<file path="src/rtl/seq_det_share_if.sv">
// Requester-side bus of the shared sequence-detector controller.
// The master modport is the requester pair and the slave modport is the controller.
interface seq_det_share_if #(
    parameter int WORD_W = 8,
    parameter int CNT_W  = 4
);
    logic              req0;
    logic [WORD_W-1:0] word0;
    logic              req1;
    logic [WORD_W-1:0] word1;
    logic              gnt0;
    logic              gnt1;
    logic              busy;
    logic              done;
    logic              done_id;
    logic [CNT_W-1:0]  hit_cnt;

    modport master (
        output req0, word0, req1, word1,
        input  gnt0, gnt1, busy, done, done_id, hit_cnt
    );

    modport slave (
        input  req0, word0, req1, word1,
        output gnt0, gnt1, busy, done, done_id, hit_cnt
    );
endinterface

</file>
<file path="src/rtl/seq_det_share_ctrl.sv">
// Round-robin sharing of one bit-serial Mealy sequence detector between two requesters.
// Each captured word is shifted in MSB-first after a detector clear, and the y pulses are counted.
//
//   state | meaning
//   IDLE  | detector out of reset, waiting for req0/req1; arbitration happens here
//   CLR   | grant pulse to the winner, detector held in reset, counters cleared
//   SHIFT | WORD_W cycles driving shreg MSB onto det_xin while counting det_y
//   DONE  | done pulse, hit_cnt/done_id valid
module seq_det_share_ctrl #(
    parameter int WORD_W = 8,
    parameter int CNT_W  = 4
) (
    input  logic             clk,
    input  logic             reset,
    seq_det_share_if.slave   bus,
    output logic             det_xin,
    output logic             det_rst_n,
    input  logic             det_y
);

    localparam int IDX_W = (WORD_W > 1) ? $clog2(WORD_W) : 1;

    typedef enum logic [1:0] {
        IDLE  = 2'd0,
        CLR   = 2'd1,
        SHIFT = 2'd2,
        DONE  = 2'd3
    } state_t;

    state_t            state;
    state_t            state_nxt;
    logic              last_gnt;
    logic              winner;
    logic              any_req;
    logic [WORD_W-1:0] shreg;
    logic [IDX_W-1:0]  bit_idx;
    logic              bit_last;
    logic [CNT_W-1:0]  cnt;
    logic [CNT_W-1:0]  cnt_inc;
    logic [CNT_W-1:0]  hit_cnt_q;
    logic              done_id_q;

    assign any_req  = bus.req0 | bus.req1;
    assign bit_last = (bit_idx == '0);

    // On a tie the requester that was not served last wins.
    always_comb begin
        winner = 1'b0;
        if (bus.req0 && bus.req1) begin
            winner = ~last_gnt;
        end else if (bus.req1) begin
            winner = 1'b1;
        end
    end

    always_comb begin
        cnt_inc = cnt;
        if (det_y && (cnt != '1)) begin
            cnt_inc = cnt + 1'b1;
        end
    end

    always_ff @(posedge clk or posedge reset) begin
        if (reset) begin
            state <= IDLE;
        end else begin
            state <= state_nxt;
        end
    end

    always_comb begin
        state_nxt = state;
        case (state)
            IDLE:    if (any_req) state_nxt = CLR;
            CLR:     state_nxt = SHIFT;
            SHIFT:   if (bit_last) state_nxt = DONE;
            DONE:    state_nxt = IDLE;
            default: state_nxt = IDLE;
        endcase
    end

    // bit_idx is a down-counter; its terminal count ends the SHIFT phase.
    always_ff @(posedge clk or posedge reset) begin
        if (reset) begin
            last_gnt  <= 1'b1;
            shreg     <= '0;
            bit_idx   <= '0;
            cnt       <= '0;
            hit_cnt_q <= '0;
            done_id_q <= 1'b0;
        end else begin
            case (state)
                IDLE: begin
                    if (any_req) begin
                        shreg    <= winner ? bus.word1 : bus.word0;
                        last_gnt <= winner;
                    end
                end
                CLR: begin
                    cnt     <= '0;
                    bit_idx <= IDX_W'(WORD_W - 1);
                end
                SHIFT: begin
                    shreg   <= shreg << 1;
                    cnt     <= cnt_inc;
                    bit_idx <= bit_idx - 1'b1;
                    if (bit_last) begin
                        hit_cnt_q <= cnt_inc;
                        done_id_q <= last_gnt;
                    end
                end
                default: begin
                end
            endcase
        end
    end

    // det_rst_n also follows reset directly so the detector stays cleared until release.
    always_comb begin
        bus.gnt0    = (state == CLR) && !last_gnt;
        bus.gnt1    = (state == CLR) && last_gnt;
        bus.busy    = (state != IDLE);
        bus.done    = (state == DONE);
        bus.done_id = done_id_q;
        bus.hit_cnt = hit_cnt_q;
        det_xin     = (state == SHIFT) && shreg[WORD_W-1];
        det_rst_n   = !reset && (state != CLR);
    end

endmodule
</file>
<file path="src/flat_wrapper.sv">
// flat-port wrapper written by rule: the top's interface ports become plain ports
module seq_det_share_ctrl_flat 
#(
    parameter int WORD_W = 8,
    parameter int CNT_W  = 4
)
  (clk, reset, det_xin, det_rst_n, det_y, bus_req0, bus_word0, bus_req1, bus_word1, bus_gnt0, bus_gnt1, bus_busy, bus_done, bus_done_id, bus_hit_cnt);
  seq_det_share_if #(.WORD_W(WORD_W), .CNT_W(CNT_W)) bus_i ();
  input  logic clk;
  input  logic reset;
  output logic det_xin;
  output logic det_rst_n;
  input  logic det_y;
  input wire logic [$bits(bus_i.req0)-1:0] bus_req0;
  input wire logic [$bits(bus_i.word0)-1:0] bus_word0;
  input wire logic [$bits(bus_i.req1)-1:0] bus_req1;
  input wire logic [$bits(bus_i.word1)-1:0] bus_word1;
  output wire logic [$bits(bus_i.gnt0)-1:0] bus_gnt0;
  output wire logic [$bits(bus_i.gnt1)-1:0] bus_gnt1;
  output wire logic [$bits(bus_i.busy)-1:0] bus_busy;
  output wire logic [$bits(bus_i.done)-1:0] bus_done;
  output wire logic [$bits(bus_i.done_id)-1:0] bus_done_id;
  output wire logic [$bits(bus_i.hit_cnt)-1:0] bus_hit_cnt;
  assign bus_i.req0 = bus_req0;
  assign bus_i.word0 = bus_word0;
  assign bus_i.req1 = bus_req1;
  assign bus_i.word1 = bus_word1;
  assign bus_gnt0 = bus_i.gnt0;
  assign bus_gnt1 = bus_i.gnt1;
  assign bus_busy = bus_i.busy;
  assign bus_done = bus_i.done;
  assign bus_done_id = bus_i.done_id;
  assign bus_hit_cnt = bus_i.hit_cnt;
  seq_det_share_ctrl #(.WORD_W(WORD_W), .CNT_W(CNT_W)) u_core (.clk(clk), .reset(reset), .bus(bus_i), .det_xin(det_xin), .det_rst_n(det_rst_n), .det_y(det_y));
endmodule
</file>
<file path="config.mk">
export PLATFORM = sky130hd
export DESIGN_NAME = seq_det_share_ctrl_flat
export DESIGN_NICKNAME = d
export VERILOG_FILES = /design/src/rtl/seq_det_share_if.sv /design/src/rtl/seq_det_share_ctrl.sv /design/src/flat_wrapper.sv
export SDC_FILE = /design/constraint.sdc
export NUM_CORES = 1
export LEC_CHECK = 0
export ABC_AREA = 0
export BUFFER_PORTS_ARGS = -buffer_cell sky130_fd_sc_hd__buf_2
export CAP_MARGIN = 20
export CORE_UTILIZATION = 55
export CTS_CLUSTER_SIZE = 8
export DETAILED_ROUTE_END_ITERATION = 12
export PLACE_DENSITY_LB_ADDON = 0.05
export SYNTH_ARGS = -nofsm -noshare
export SYNTH_HDL_FRONTEND = slang
export SYNTH_SLANG_ARGS = --single-unit
</file>
<file path="constraint.sdc">
create_clock -name clk -period 3.1 [get_ports clk]
set_input_delay 0.155 -clock clk [delete_from_list [all_inputs] [get_ports clk]]
set_output_delay 0.155 -clock clk [all_outputs]
set_load 0.03 [all_outputs]
</file>
==> impl_metrics.json, run 1 <==
{
  "power_density_mw_per_mm2": 839.9,
  "first_iter_violations": 57,
  "area_growth_pct": 13.44,
  "cts_max_level": 1,
  "multi_input_area_um2": 709.4,
  "drive_gt1_share_pct": 25.86,
  "finish.instance_area_mm2": 0.001553,
  "relSlewSlack_pct": 43.64,
  "crit_start": "u_core.state[0]",
  "vdd_drop_max_mv": 0.7299,
  "worst-path-buf-inv": 1,
  "cts_buffers": 3,
  "gr-usage-all-layers_pct": 25.19,
  "syn_inst": 146,
  "via_per_inst": 5.802,
  "cts_sinks": 23,
  "drcViolationCount": 0,
  "placed_cell_area_mm2": 0.001525,
  "grt_max_degree": 27,
  "violations": "hold timing",
  "dr.pass1.iters": 4,
  "worstHoldPathType": "input pin to asynchronous set/reset pin",
  "cp_max_fo": 26,
  "maxSlewViolCount": 0,
  "yosys_most_used_dff": "dfrtp_1",
  "crit_slowest_cell": "ha_1",
  "crit_family": "adder cells",
  "clk_path_buf_depth": 2,
  "total_leakage_power_nw": 0.7651,
  "synth_seq_cells": 23,
  "regArea_um2": 576.8,
  "coreArea_mm2": 0.002276,
  "gp_congestion": 0.8368,
  "grt_pass1_wl_um": 5030,
  "ys_seq_area_share_pct": 42.14,
  "drv_cap": 0,
  "finalClockSkew_ns": 0.01475,
  "period_share_pct": 73.33,
  "status": "complete, but fails checks",
  "r2r-start": "u_core.state[0]",
  "routed_wl_um": 2886,
  "io_pins": 32,
  "post_drt_wl_per_cell_um": 14.29,
  "dp_hpwl_um": 2175,
  "worstPathArrival_ns": 2.50,
  "synth_warnings": 0,
  "antenna_found_initial": 0,
  "finalHoldViolations": 13,
  "yosys.area_share.simple_pct": 20.84,
  "synth_xor_area_share_pct": 0,
  "tightest_slew_ns": 0.8444,
  "rows": 17,
  "port_buffers": 31,
  "crit_chain": "inv_1 -> ha_1 -> nor2_1 -> or2_0 -> a221oi_1",
  "postCtsSetupRepairBufs": 0,
  "max_stage_delay_ns": 0.68,
  "first_global_vias": 1139,
  "final_antenna_net_count": 0,
  "synthMuxAreaShare_pct": 3.382,
  "dieArea_mm2": 0.002692,
  "netlist_area_mm2": 0.001369,
  "clkLatencyLatePin_ns": 0.32,
  "cts.root.buffer_cell": "clkbuf_4",
  "ys_types": 37,
  "async_reset_ff_share_pct": 100.0,
  "clk_pin_slew_ns": 0.13,
  "initial_core_util_pct": 60.14,
  "whs_ns": -0.004343,
  "synth-compound-area-share_pct": 20.29,
  "dieWidth_um": 51.89,
  "cts_resized": 0,
  "fin_nets": 204,
  "synth_nets": 175,
  "min_period_ns": 2.273,
  "antenna_cells": 0,
  "globalRouteOverflowTotal": 0,
  "synth-edff-count": 0,
  "rsz0062_at_grt": "false",
  "die_h_um": 51.89,
  "crit_path_start_kind": "flop",
  "synth_top_family_by_area": "simple AND/OR/NAND/NOR gates",
  "synth_fa_ha_area_share_pct": 7.313,
  "critical_path_class": "flop to flop",
  "cts_hold_buf": 0,
  "cp-end-kind": "flop",
  "dr_total_vias": 1172,
  "crit_required_ns": 3.33,
  "setup_tns_ns": 0,
  "fmax_ghz": 0.4399,
  "setup_viol": 0,
  "fillCellCount": 174,
  "syn_area_per_cell_um2": 9.375,
  "cts_tree": "yes"
}
## layer usage
| metal | wire, um | track usage (%) |
|---|---|---|
| met1 | 1330 | 32.58 |
| met2 | 1405 | 42.52 |
| met3 | 140 | 6.140 |
| met4 | 9 | 4.955 |
| met5 | 0 | 0 |
## per-stage QoR
| step | util (%) | total power [mW] | instances | setup slack, ns |
|---|---|---|---|---|
| after floorplan | - | 1.013 | 146 | 1.509 |
| after global placement | 67.01 | 1.131 | 198 | 0.9478 |
| after detailed placement | 67.01 | 1.166 | 198 | 0.8402 |
| after CTS | 68.22 | 1.310 | 202 | 0.8196 |
| after global routing | 68.22 | 1.410 | 202 | 0.6223 |
| final | 68.22 | 1.304 | 202 | 0.8269 |
## layout by cell type, fill, tap and decap left out, drive strengths merged, types with 2 or more instances in the layout
cell	Yosys	routed
nand2	11	11
nand3	3	3
buf	3	32
dfrtp	22	22
nor2b	7	7
nand2b	3	3
inv	11	11
nor3b	2	2
mux2i	2	2
mux2	2	2
and2	9	9
nor2	7	7
clkbuf	5	3
o221ai	2	2
a31oi	5	5
o31ai	6	6
o21ai	9	9
nand4	3	3
ha	8	8
a21oi	7	7
a221oi	7	7
## synthesized netlist by cell type (all sizes together) (2+ instances only)
cell	n	share of area, %
nand4	3	1.4
a221oi	7	4.5
o31ai	6	3.3
and2	9	4.7
inv	11	3.0
nor2b	7	3.2
mux2i	2	1.5
nor3b	2	1.1
o221ai	2	1.3
a31oi	5	2.3
buf	3	1.6
nand2	11	3.0
nor2	7	1.9
ha	8	7.3
dfrtp	22	40
nand2b	3	1.4
nand3	3	1.1
mux2	2	1.9
o21ai	9	3.3
a21oi	7	2.6
clkbuf	5	1.5
## logic make-up after synthesis
family,Yosys count
AOI/OAI and AO/OA,41
adders and majority gates,8
DFF,23
buffers and inverters,19
muxes,4
and+or+nand+nor,51
## flip-flops by register name (all words and copies together), names as in the netlist
| name | cells |
|---|---|
| u_core.bit_idx | 3 |
| u_core.bus.hit_cnt | 4 |
| u_core.bus.done_id | 1 |
| u_core.last_gnt | 1 |
| u_core.state | 2 |
| u_core.cnt | 4 |
| u_core.shreg | 8 |
## worst paths after layout
kind,end,slack [ns],depth (start not counted)
worst max-delay path,u_core.shreg[7],0.83,5
worst min-delay path,u_core.shreg[4],-0.004,2
worst max register to register,u_core.shreg[7],0.83,5
worst min register to register,u_core.bus.hit_cnt[2],0.48,2
max in group asynchronous,u_core.bus.hit_cnt[0],2.57,2
min in group clk,u_core.last_gnt,0.04,2
## layout make-up
cell class / instances / share of cell area (%)
Clock inverter: 1 / 0.3223
Inverter: 11 / 2.659
Multi-Input combinational cell: 104 / 45.69
Sequential cell: 23 / 37.15
Timing Repair Buffer: 32 / 10.48
Clock buffer: 3 / 1.450
Tap cell: 28 / 2.256
## where the power goes
| part | switching [mW] | internal, mW | total, mW |
|---|---|---|---|
| combinational | 0.421 | 0.263 | 0.684 |
| clock | 0.0891 | 0.0483 | 0.137 |
| sequential | 0.0767 | 0.406 | 0.483 |
## worst register-to-register path, cell delays in order, from the launching register on
cell	delay (ns)
dfrtp_1	0.43
inv_1	0.11
ha_1	0.68
nor2_1	0.23
or2_0	0.41
a221oi_1	0.34
No activity file was read; power rests on OpenSTA's default activity.
==> run 2, diff against run 1 <==
--- a/config.mk
+++ b/config.mk
@@ -5,10 +5,10 @@
 export SDC_FILE = /design/constraint.sdc
 export NUM_CORES = 1
 export LEC_CHECK = 0
-export ABC_AREA = 0
+export ABC_AREA = 1
 export BUFFER_PORTS_ARGS = -buffer_cell sky130_fd_sc_hd__buf_2
 export CAP_MARGIN = 20
-export CORE_UTILIZATION = 55
+export CORE_UTILIZATION = 48
 export CTS_CLUSTER_SIZE = 8
 export DETAILED_ROUTE_END_ITERATION = 12
 export PLACE_DENSITY_LB_ADDON = 0.05
==> constraint.sdc (replaced) <==
create_clock -name clk -period 1.9 [get_ports clk]
set_input_delay 0.095 -clock clk [delete_from_list [all_inputs] [get_ports clk]]
set_output_delay 0.095 -clock clk [all_outputs]
set_load 0.03 [all_outputs]
==> impl_metrics.json, run 2 <==
{
  "status": "complete, no violations",
  "vdd_drop_max_mv": 0.9599,
  "io_pins": 32,
  "setup_viol": 0,
  "worst_r2r_path_depth": 6,
  "gr-usage-all-layers_pct": 20.39,
  "combPwrFrac_pct": 54.9,
  "area_growth_pct": 15.00,
  "fmax_ghz": 0.5818,
  "yosys_most_used_dff": "dfrtp_1",
  "pwr-share-seq_pct": 35.6,
  "synth_top_family_by_area": "simple AND/OR/NAND/NOR gates",
  "synth_common_cells": "nand2_1 (64), nand3_1 (25), inv_1 (23)",
  "dp_hpwl_um": 2149,
  "cts_buffers": 3,
  "clkLatencyLatePin_ns": 0.30,
  "crit_path_start_kind": "flop",
  "die_h_um": 55.72,
  "final_util_pct": 58.26,
  "mostFrequentLayoutCells": "nand2_1 (64), buf_2 (31), nand3_1 (25)",
  "antenna_found_initial": 0,
  "port_buffers": 31,
  "total_power_mw": 2.354,
  "postCtsSetupRepairBufs": 0,
  "switchingPower_mw": 1.133,
  "fin_nets": 248,
  "netlist_area_mm2": 0.001385,
  "clkPwrFrac_pct": 9.5,
  "synth.area.top_cells": "dfrtp_1 (40%), nand2_1 (17%), nand3_1 (9.0%)",
  "syn_inst": 184,
  "globalRouteOverflowTotal": 0,
  "power_density_mw_per_mm2": 1478,
  "finalClockSkew_ns": 0.001594,
  "maxSlewViolCount": 0,
  "worstPathArrival_ns": 1.92,
  "period_share_pct": 90.46,
  "post_drt_wl_per_cell_um": 11.21,
  "tightest_slew_ns": 0.4486,
  "largest_reg_flops": 8,
  "antenna_cells": 0,
  "fillCellCount": 268,
  "cts.root.buffer_cell": "clkbuf_4",
  "ys_seq_area_share_pct": 41.64,
  "cts_tree": "yes",
  "ff2ff_setup_slack_ns": 0.18,
  "relSlewSlack_pct": 70.09,
  "worstHoldPathType": "input pin to flop",
  "yosys.area.top_type": "dfrtp_1",
  "post-place-ws_ns": 0.1956,
  "synth-edff-count": 0,
  "drive_gt1_share_pct": 22.48,
  "finish.instance_area_mm2": 0.001593,
  "final_critical_path_setup_slack_ns": 0.1812,
  "registers.top_by_ff_count": "u_core.shreg",
  "cp_max_fo": 13,
  "initial_core_util_pct": 50.66,
  "first_iter_violations": 43,
  "crit_start": "u_core.state[0]",
  "r2r-start": "u_core.state[0]",
  "synth-compound-area-share_pct": 5.781,
  "placed_cell_area_mm2": 0.001556,
  "crit_end": "u_core.shreg[2]",
  "clk_path_buf_depth": 2,
  "cts_resized": 0,
  "grt_pass1_wl_um": 5099,
  "min_period_ns": 1.719,
  "async_reset_ff_share_pct": 100.0,
  "synth_most_common_cell": "nand2_1",
  "timing.rr.end": "u_core.shreg[2]",
  "grt_max_degree": 21,
  "dieWidth_um": 55.72,
  "finalHoldViolations": 0,
  "cts_max_level": 1,
  "synth_nets": 213,
  "ys_types": 22,
  "syn_area_per_cell_um2": 7.528,
  "final_antenna_net_count": 0,
  "netSwitchingFraction_pct": 48.12,
  "critical_path_class": "flop to flop",
  "synthMuxAreaShare_pct": 0,
  "drcViolationCount": 0,
  "final_common_cell": "nand2_1",
  "rows": 19,
  "yosysTopAreaCellShare_pct": 39.75,
  "first_global_vias": 1227,
  "routed_wl_um": 2791,
  "setup_tns_ns": 0,
  "via_per_inst": 5.028,
  "crit_required_ns": 2.11,
  "rsz0062_at_grt": "false",
  "min_delay_path_depth": 3,
  "dieArea_mm2": 0.003104,
  "cts_sinks": 23,
  "coreArea_mm2": 0.002734,
  "gp_congestion": 0.7417,
  "total_leakage_power_nw": 0.9156,
  "cp-end-kind": "flop",
  "synth_fa_ha_area_share_pct": 7.227,
  "yosys.area_share.simple_pct": 35.77,
  "synth_warnings": 0,
  "dr_total_vias": 1252,
  "synth_xor_area_share_pct": 0.6323,
  "drv_cap": 0,
  "dr.pass1.iters": 4,
  "synth_seq_cells": 23,
  "clk_pin_slew_ns": 0.12,
  "p_int_mw": 1.221
}
-- run 2: cell count changes after synthesis, moves of 7 or more --
cell / change
nand3_1: +22
a21oi_1: -7
a221oi_1: -7
nand2_1: +53
inv_1: +12
nor2b_1: -7
-- run 2: cells by family (layout without fill, tap and decap cells) --
logic type / Yosys count / in the layout
simple gates: 112 / 112
buf+inv: 27 / 61
flops: 23 / 23
compound gates: 13 / 13
fa+ha+maj: 8 / 8
xor+xnor: 1 / 1
-- run 2: worst min path at each step --
| stage | endpoint | slack, ns | from |
|---|---|---|---|
| floorplan | u_core.bit_idx[0] | 0.1 | reset |
| global placement | u_core.shreg[7] | -0.02 | reset |
| detailed placement | u_core.shreg[7] | -0.01 | reset |
| CTS | u_core.shreg[0] | 0.04 | bus_word0[0] |
| global route | u_core.shreg[0] | 0.03 | bus_word0[0] |
| finish | u_core.shreg[0] | 0.04 | bus_word0[0] |
-- run 2: what timing repair did --
item	in CTS	in global routing
setup endpoints to repair	0	0
endpoints found under the hold margin	23	0
hold buffers	1	0
-- run 2: worst max-delay path, stage by stage, from the launching register on --
cell and delay (ns):
dfrtp_1 0.44, inv_1 0.12, ha_1 0.35, inv_1 0.25
or2_2 0.33, nand3_1 0.08, nand2_1 0.06
-- run 2: metrics by stage --
stage / cells / hold WS, ns
after floorplan: 184 / 0.09618
after global placement: 244 / -0.01550
after detailed placement: 244 / -0.01049
after CTS: 249 / 0.03816
after global routing: 249 / 0.02692
final: 249 / 0.04074
-- run 2: cell type report --
| type | count | area, um2 | share of cell area, % |
|---|---|---|---|
| Multi-Input combinational cell | 134 | 684.4 | 42.97 |
| Inverter | 23 | 86.33 | 5.420 |
| Timing Repair Buffer | 34 | 180.2 | 11.31 |
| Clock buffer | 4 | 26.28 | 1.650 |
| Sequential cell | 23 | 576.8 | 36.21 |
| Tap cell | 31 | 38.79 | 2.435 |
-- run 2: routing by layer --
layer | part of all wire (%) | vias to the layer above | GRT usage, %
met4 | 0.57 | 0 | 7.143
met1 | 48 | 588 | 26.05
met5 | 0 | - | 0
li1 | - | 641 | -
met3 | 2.5 | 2 | 2.558
met2 | 49 | 21 | 35.46
-- run 2: power by group through the flow --
stage | sequential, mW | clock [mW] | combinational [mW]
6_report | 0.838 | 0.225 | 1.29
5_1_grt | 0.864 | 0.258 | 1.48
4_1_cts | 0.837 | 0.234 | 1.31
3_5_place_dp | 0.845 | 0 | 1.30
3_3_place_gp | 0.841 | 0 | 1.27
2_1_floorplan | 0.899 | 0 | 0.962
==> run 3, diff against run 2 <==
--- a/config.mk
+++ b/config.mk
@@ -9,8 +9,10 @@
 export BUFFER_PORTS_ARGS = -buffer_cell sky130_fd_sc_hd__buf_2
 export CAP_MARGIN = 20
 export CORE_UTILIZATION = 48
+export CTS_BUF_LIST = sky130_fd_sc_hd__clkbuf_16
 export CTS_CLUSTER_SIZE = 8
 export DETAILED_ROUTE_END_ITERATION = 12
+export GPL_TIMING_DRIVEN = 0
 export PLACE_DENSITY_LB_ADDON = 0.05
 export SYNTH_ARGS = -nofsm -noshare
 export SYNTH_HDL_FRONTEND = slang
==> impl_metrics.json, run 3 (synthesized netlist as in run 2, its figures left out) <==
{
  "drive_gt1_share_pct": 23.39,
  "layoutNonFillerInstCount": 249,
  "die_h_um": 55.72,
  "drv_cap": 0,
  "fin_nets": 248,
  "worst_r2r_path_depth": 9,
  "io_pins": 32,
  "crit_path_start_kind": "flop",
  "final_critical_path_setup_slack_ns": 0.3928,
  "post_drt_wl_per_cell_um": 11.35,
  "largest_reg_flops": 8,
  "clk_pin_slew_ns": 0.06,
  "worstHoldPathType": "input pin to asynchronous set/reset pin",
  "pwr-share-seq_pct": 31.7,
  "postCtsSetupRepairBufs": 0,
  "setup_viol": 0,
  "timing.rr.end": "u_core.shreg[1]",
  "via_per_inst": 5.036,
  "gp_congestion": 0.7448,
  "final_common_cell": "nand2_1",
  "first_iter_violations": 44,
  "crit_chain": "inv_1 -> ha_1 -> buf_4 -> inv_1 -> buf_4 -> nor2_1 -> nor2_2 -> nand2_1 -> nand2_1",
  "ff2ff_setup_slack_ns": 0.39,
  "antenna_found_initial": 0,
  "power_density_mw_per_mm2": 1596,
  "switchingPower_mw": 1.179,
  "worstPathArrival_ns": 1.65,
  "p_int_mw": 1.461,
  "crit_family": "buffers and inverters",
  "finish.instance_area_mm2": 0.001654,
  "cts_hold_buf": 0,
  "cts_buffers": 3,
  "finalClockSkew_ns": 0.001731,
  "dp_hpwl_um": 2123,
  "relSlewSlack_pct": 41.65,
  "dr.pass1.iters": 4,
  "combPwrFrac_pct": 50.8,
  "clkLatencyLatePin_ns": 0.25,
  "vdd_drop_max_mv": 0.9960,
  "maxSlewViolCount": 0,
  "antenna_cells": 0,
  "first_global_vias": 1189,
  "total_leakage_power_nw": 0.9456,
  "grt_max_degree": 24,
  "cts.root.buffer_cell": "clkbuf_16",
  "routed_wl_um": 2826,
  "crit_required_ns": 2.04,
  "post-place-ws_ns": 0.3743,
  "min_period_ns": 1.507,
  "critical_path_class": "flop to flop",
  "drcViolationCount": 0,
  "final_antenna_net_count": 0,
  "fmax_ghz": 0.6635,
  "total_power_mw": 2.640,
  "setup_tns_ns": 0,
  "placed_cell_area_mm2": 0.001574,
  "cp-end-kind": "flop",
  "registers.top_by_ff_count": "u_core.shreg",
  "dieWidth_um": 55.72,
  "rsz0062_at_grt": "false",
  "tightest_slew_ns": 0.8743,
  "cp_max_fo": 10,
  "clk_path_buf_depth": 2,
  "cts_resized": 0,
  "cts_max_level": 1,
  "dieArea_mm2": 0.003104,
  "dr_total_vias": 1254,
  "grt_pass1_wl_um": 5071,
  "dp_cells": 245,
  "rows": 19,
  "initial_core_util_pct": 50.66,
  "finalHoldViolations": 0,
  "max_stage_delay_ns": 0.41,
  "coreArea_mm2": 0.002734,
  "port_buffers": 30,
  "worst-path-buf-inv": 4,
  "gr-usage-all-layers_pct": 20.80,
  "status": "complete, no violations",
  "cts_sinks": 23,
  "area_growth_pct": 19.42,
  "globalRouteOverflowTotal": 0,
  "r2r-start": "u_core.state[0]",
  "period_share_pct": 79.33,
  "mostFrequentLayoutCells": "nand2_1 (64), buf_2 (30), nand3_1 (25)",
  "crit_slowest_cell": "dfrtp_1",
  "fillCellCount": 245,
  "cts_tree": "yes",
  "clkPwrFrac_pct": 17.5,
  "netSwitchingFraction_pct": 44.68,
  "crit_start": "u_core.state[0]"
}
==> run 3: metrics by stage <==
stage	utilization [%]	hold slack [ns]
after CTS	60.50	0.06820
after global routing	60.50	0.1146
after floorplan	-	0.09618
final	60.50	0.02400
after global placement	57.57	0.3220
after detailed placement	57.57	0.3443
==> run 3: worst max path at each step <==
stage	to	slack, ns	depth (start not counted)
6_report	u_core.shreg[1]	0.39	9
3_3_place_gp	u_core.bus.hit_cnt[0]	0.43	7
2_1_floorplan	u_core.shreg[1]	0.58	9
3_5_place_dp	u_core.bus.hit_cnt[2]	0.37	7
4_1_cts	u_core.shreg[1]	0.37	9
5_1_grt	u_core.bus.hit_cnt[1]	0.22	7
==> run 3: routing by layer <==
layer	track usage (%)	vias to the layer above	share of wire, %
li1	-	644	-
met1	27.81	583	49
met2	33.91	23	46
met3	3.721	4	3.5
met4	7.500	0	1.0
met5	0	-	0
==> run 3: power by group through the flow <==
stage	registers (mW)	logic, mW	clock network, mW
4_1_cts	0.837	1.36	0.466
2_1_floorplan	0.899	0.962	0
3_3_place_gp	0.835	1.31	0
5_1_grt	0.866	1.53	0.497
6_report	0.837	1.34	0.461
3_5_place_dp	0.839	1.35	0
==> run 3: area by class of cell <==
cell class | instances | area, um2 | area share (%)
multi-input cells | 134 | 684.4 | 41.38
flip-flops and latches | 23 | 576.8 | 34.87
repair buffers | 30 | 150.1 | 9.077
inverters | 23 | 86.33 | 5.219
clock buffers | 3 | 75.07 | 4.539
well taps | 31 | 38.79 | 2.345
plain buffers | 4 | 37.54 | 2.269
clock inverters | 1 | 5.005 | 0.3026
